### src/rtl/delay_pkg.sv
// Shared definitions for the delay queue: width helpers and the entry layout.
// Widths depend on module parameters, so helpers are functions the modules call.
package delay_pkg;

    function automatic int count_width(input int depth);
        return $clog2(depth) + 1;
    endfunction

    // Enough bits to hold 0..latency, never narrower than one bit.
    function automatic int age_width(input int latency);
        return (latency < 1) ? 1 : $clog2(latency + 1);
    endfunction

    localparam int DEFAULT_WIDTH   = 8;
    localparam int DEFAULT_LATENCY = 1;
    localparam int AGE_W           = age_width(DEFAULT_LATENCY);

    // Entry layout for the default configuration; the top builds its own
    // parameterised equivalent from the same helpers.
    typedef struct packed {
        logic [DEFAULT_WIDTH-1:0] data;
        logic [AGE_W-1:0]         age;
    } entry_t;

endpackage

### src/rtl/delay_age_cnt.sv
// One saturating age counter: loads 1 when its slot is written, then counts up
// every cycle until it reaches LATENCY.
module delay_age_cnt
    import delay_pkg::*;
#(
    parameter int LATENCY = 1,
    localparam int AW = age_width(LATENCY)
) (
    input  logic          clk,
    input  logic          reset,
    input  logic          clear,
    input  logic          load,
    output logic [AW-1:0] age
);

    localparam logic [AW-1:0] SAT    = AW'(LATENCY);
    localparam logic [AW-1:0] LOAD_V = (LATENCY == 0) ? '0 : AW'(1);

    always_ff @(posedge clk) begin
        if (reset || clear)
            age <= '0;
        else if (load)
            age <= LOAD_V;
        else if (age < SAT)
            age <= age + AW'(1);
    end

endmodule

### src/rtl/delay_queue.sv
// FIFO whose entries become visible only after they have aged LATENCY cycles;
// with LATENCY = 0 an empty queue passes input straight through.
module delay_queue
    import delay_pkg::*;
#(
    parameter int WIDTH   = 8,
    parameter int DEPTH   = 4,
    parameter int LATENCY = 1
) (
    input  logic                   clk,
    input  logic                   reset,
    input  logic                   flush,
    input  logic                   in_valid,
    input  logic [WIDTH-1:0]       in_data,
    output logic                   in_ready,
    output logic                   out_valid,
    output logic [WIDTH-1:0]       out_data,
    input  logic                   out_ready,
    output logic [$clog2(DEPTH):0] count
);

    localparam int CNT_W = count_width(DEPTH);
    localparam int PTR_W = $clog2(DEPTH);
    localparam int AW    = age_width(LATENCY);

    localparam logic [CNT_W-1:0] DEPTH_C = CNT_W'(DEPTH);
    localparam logic [AW-1:0]    LAT_C   = AW'(LATENCY);

    typedef struct packed {
        logic [WIDTH-1:0] data;
        logic [AW-1:0]    age;
    } q_entry_t;

    logic [WIDTH-1:0] mem  [DEPTH];
    logic [AW-1:0]    ages [DEPTH];
    logic [PTR_W-1:0] wr_ptr, rd_ptr;
    q_entry_t         head;
    logic             empty, head_ok, fall_through;
    logic             push, pop, wr_en, rd_en;

    assign head  = '{data: mem[rd_ptr], age: ages[rd_ptr]};
    assign empty = (count == '0);

    generate
        if (LATENCY == 0) begin : g_lat0
            assign head_ok      = !empty;
            assign fall_through = empty && in_valid;
        end else begin : g_latn
            assign head_ok      = !empty && (head.age >= LAT_C);
            assign fall_through = 1'b0;
        end
    endgenerate

    always_comb begin
        in_ready  = (count < DEPTH_C) && !flush;
        out_valid = !flush && (head_ok || fall_through);
        out_data  = '0;
        if (out_valid)
            out_data = fall_through ? in_data : head.data;
    end

    assign push  = in_valid && in_ready;
    assign pop   = out_valid && out_ready;
    // A fall-through consumed in the same cycle never occupies a slot.
    assign wr_en = push && !(fall_through && out_ready);
    assign rd_en = pop && !empty;

    always_ff @(posedge clk) begin
        if (reset || flush) begin
            wr_ptr <= '0;
            rd_ptr <= '0;
            count  <= '0;
        end else begin
            if (wr_en) wr_ptr <= wr_ptr + PTR_W'(1);
            if (rd_en) rd_ptr <= rd_ptr + PTR_W'(1);
            case ({wr_en, rd_en})
                2'b10:   count <= count + CNT_W'(1);
                2'b01:   count <= count - CNT_W'(1);
                default: count <= count;
            endcase
        end
    end

    // NOTE: the data array has no reset; stale contents are masked by count,
    // which keeps it a plain RAM without a clear path.
    always_ff @(posedge clk) begin
        if (wr_en)
            mem[wr_ptr] <= in_data;
    end

    generate
        for (genvar i = 0; i < DEPTH; i++) begin : g_age
            delay_age_cnt #(.LATENCY(LATENCY)) u_age (
                .clk   (clk),
                .reset (reset),
                .clear (flush),
                .load  (wr_en && (wr_ptr == PTR_W'(i))),
                .age   (ages[i])
            );
        end
    endgenerate

endmodule

### config.mk
export PLATFORM = sky130hd
export DESIGN_NAME = delay_queue
export DESIGN_NICKNAME = d
export VERILOG_FILES = /design/src/rtl/delay_pkg.sv /design/src/rtl/delay_age_cnt.sv /design/src/rtl/delay_queue.sv
export SDC_FILE = /design/constraint.sdc
export NUM_CORES = 1
export LEC_CHECK = 0
export CAP_MARGIN = 20
export CELL_PAD_IN_SITES_DETAIL_PLACEMENT = 1
export CELL_PAD_IN_SITES_GLOBAL_PLACEMENT = 2
export CORE_AREA = 5 5 79 81
export CTS_BUF_LIST = sky130_fd_sc_hd__clkbuf_8 sky130_fd_sc_hd__clkbuf_16
export DETAILED_ROUTE_END_ITERATION = 10
export DIE_AREA = 0 0 84 86
export GPL_TIMING_DRIVEN = 0
export PLACE_DENSITY_LB_ADDON = 0.3
export SYNTH_ARGS = -nofsm -noshare
export SYNTH_HDL_FRONTEND = slang
export SYNTH_HIERARCHICAL = 1
export SYNTH_SLANG_ARGS = --single-unit
### constraint.sdc
create_clock -name clk -period 2 [get_ports clk]
set_clock_uncertainty 0.05 [all_clocks]
set_input_delay 0.2 -clock clk [delete_from_list [all_inputs] [get_ports clk]]
set_output_delay 0.2 -clock clk [all_outputs]
set_load 0.02 [all_outputs]
==> run_results.csv <==
group,metric,value,unit
outcome,status,"completed",
critical_path,critPathLaunchType,"flip-flop",
finish,fillers,566,
route,via_count,1064,
clocking,cts_tree,"yes",
critical_path,path_class,"reg -> reg",
clocking,clockBufferDepth,2,
global_routing,grt_start_max_net_pins,16,
finish,drive_gt1_share,27.5,%
route,drc,0,
global_routing,grt.overflow.total,0,
hold_path,hold_path_class,"in -> reg",
critical_path,worstPathMaxFanout,5,
floorplan,die-height,86,µm
global_routing,grt_pass1_vias,1232,
finish,post_layout_nonfiller_instances,225,
critical_path,cp_data_arrival_time,2.12,ns
synthesis,synthDistinctLibCells,28,
critical_path,r2r_slack,0.06,ns
synthesis,seq_area_frac_synth,67.4,%
timing,max_slew_margin,66.9,%
synthesis,synth_top_family_by_area,"simple AND/OR/NAND/NOR gates",
pwr,power_density,734,nW/µm²
floorplan,io_pins,26,
finish,nNetsFinal,170,
placement,place.gp.congestion,0.713,
synthesis,synthAdderAreaFrac,3.87,%
synthesis,ys_async_sr_fraction,0,%
critical_path,timing.rr.end,"count[1]",
synthesis,ys_ff_latch,45,
critical_path,worstPathRequired,2.18,ns
route,drtIter0Drc,65,
synthesis,ys.flop_type,"edfxtp_1",
floorplan,chipWidth,84,µm
timing,fin_ws,0.0604,ns
placement,dp_hpwl,2.52,mm
clocking,cts.sinks,45,
clocking,cts_htree_levels,2,
timing,worstMarginPinSlew,0.496,ns
synthesis,synthMuxAreaShare,11.2,%
synthesis,syn-cell-area,1810,µm²
hold_path,min_to,"g_age[3].u_age/age",
clocking,clk_latency,0.29,ns
synthesis,synthXorXnorAreaFrac,0.968,%
route,firstDrtPassIters,4,
timing,setup_viol,0,
synthesis,yosys.area_share.simple,13.3,%
placement,io_buffer_count,25,
synthesis,synth_edf_count,32,
route,postRouteAntennaNets,0,
timing,fmax,0.516,GHz
critical_path,critical_path.endpoint_type,"flip-flop",
finish,area_growth,24.9,%
timing,finalCritPeriodShare,97.0,%
pwr,peakVddDrop,345,µV
synthesis,synthCells,116,
timing,drv_slew,0,
timing,fin_tns_setup,0,ns
route,via_per_inst,4.73,
floorplan,initial_core_util,33.5,%
route,wire_per_inst,15.9,µm
pwr,leakagePower,0.790,nW
hold_path,hold_path_depth,2,
run,drv_cap,0,
global_routing,grt_pass1_wl,6.04,mm
critical_path,crit_chain,"mux4_2 > and4_4 > fa_2 > o21ai_0 > a21oi_1",
clocking,cts_made_buffers,5,
pwr,total_power,1.66,mW
floorplan,fp.coreArea,5410,µm²
timing,holdWs,0.340,ns
timing,rsz0062_at_grt,"yes",
hold_path,min_from,"flush",
placement,place_inst,213,
synthesis,synth.avg_cell_area,15.6,µm²
placement,pre_cts_ws,-0.437,ns
timing,period_needed,1.94,ns
critical_path,crit_path_start,"rd_ptr[0]",
global_routing,grt_usage,10.7,%
timing,hold_viol,0,
critical_path,slowest_delay,0.54,ns
synthesis,synth-compound-area-share,2.00,%
global_routing,antenna_found_initial,0,
clocking,root_buffer,"clkbuf_8",
synthesis,ys_warn_count,6,
clocking,path_clk_slew,0.08,ns
critical_path,r2r-start,"rd_ptr[0]",
floorplan,rows,27,
critical_path,r2r_cells,5,
synthesis,synth.net_count,134,
critical_path,critPathSlowestCell,"mux4_2",
route,wirelength,3.58,mm
finish,antenna_cells,0,
floorplan,die_area,7220,µm²
[stage by stage]
step / cell area, µm² / util [%]
global placement: 2150 / 39.8
floorplan: 1810 / -
CTS: 2230 / 41.3
global route: 2260 / 41.9
detailed placement: 2150 / 39.8
finish: 2260 / 41.9
[critical path: cells and delay by family (launching register included)]
kind                     cells  cell delay, ns
AO/OA/AOI/OAI                2            0.23
adder cells (fa/ha/maj)      1            0.51
flip-flops                   1            0.35
multiplexers                 1            0.54
AND/OR/NAND/NOR              1            0.20
[logic make-up after synthesis]
group,count (synthesis)
adders and majority gates,5
xor gates and xnor gates,2
and+or+nand+nor,42
DFF,45
AOI/OAI and AO/OA,7
buffers and inverters,6
muxes,9
[per-layer routing]
| metal | share of wire (%) | track usage [%] |
|---|---|---|
| met4 | 0.56 | 3.22 |
| met3 | 3.5 | 3.27 |
| met2 | 54 | 19.4 |
| met5 | 0 | 0 |
| met1 | 42 | 12.2 |
[layout make-up]
class / instances / area (µm²) / share of cell area (%)
buffer: 1 / 3.75 / 0.166
clock buffer: 5 / 68.8 / 3.04
clock inverter: 3 / 21.3 / 0.940
inverter: 3 / 11.3 / 0.498
multi-input combinational: 65 / 583 / 25.8
sequential: 45 / 1230 / 54.2
tap: 72 / 90.1 / 3.98
timing repair buffer: 31 / 258 / 11.4
[power breakdown]
part | switching, mW | internal, mW | total, mW
combinational | 0.0431 | 0.0470 | 0.0901
sequential | 0.00526 | 1.01 | 1.02
clock | 0.307 | 0.248 | 0.555
total | 0.356 | 1.31 | 1.66
[worst max path at each step]
stage | endpoint | cells past startpoint
after global routing | count[2] | 6
final | count[1] | 5
after detailed placement | out_data[6] | 4
after global placement | out_data[5] | 4
after CTS | out_data[6] | 5
after floorplan | count[2] | 6
[registers in the layout, summed over array words and instances (netlist names), named ones only]
register         cells
rd_ptr               2
g_age.u_age/age      4
mem                 32
count                3
wr_ptr               2
[placed cells by master, fill, tap and decap left out, types with 2 or more instances in the layout]
master and n:
edfxtp_1 32, clkdlybuf4s50_1 14, dfxtp_1 11, nor2_1 10, mux4_2 9, buf_2 8
nor2b_1 7, clkbuf_8 5, buf_4 5, and3_1 4, nand2_1 4, ha_1 4
inv_1 3, a21oi_1 3, o21ai_0 2, nor3_1 2, nor3b_1 2, and2_1 2
xor2_1 2, dlygate4sd2_1 2, buf_6 2
[Yosys cell counts (all sizes together) (2+ instances only)]
cell / instances / area (µm²)
a21oi: 4 / 20.0
ha: 4 / 50.1
inv: 3 / 11.3
buf: 2 / 7.51
and3: 4 / 25.0
nor3: 2 / 10.0
nor2: 10 / 37.5
nand2: 4 / 15.0
or3b: 2 / 17.5
nor3b: 2 / 15.0
xor2: 2 / 17.5
edfxtp: 32 / 961
nor2b: 8 / 50.1
mux4: 9 / 203
o21ai: 2 / 10.0
and2: 2 / 12.5
dfxtp: 13 / 260
[what timing repair did]
action | CTS | global route
gates resized for setup | 44 | 5
pin swaps | 1 | 1
hold buffers | 0 | 0
setup buffers | 4 | 2
endpoints found under the setup margin | 11 | 6
(Power assumes the default switching activity.)
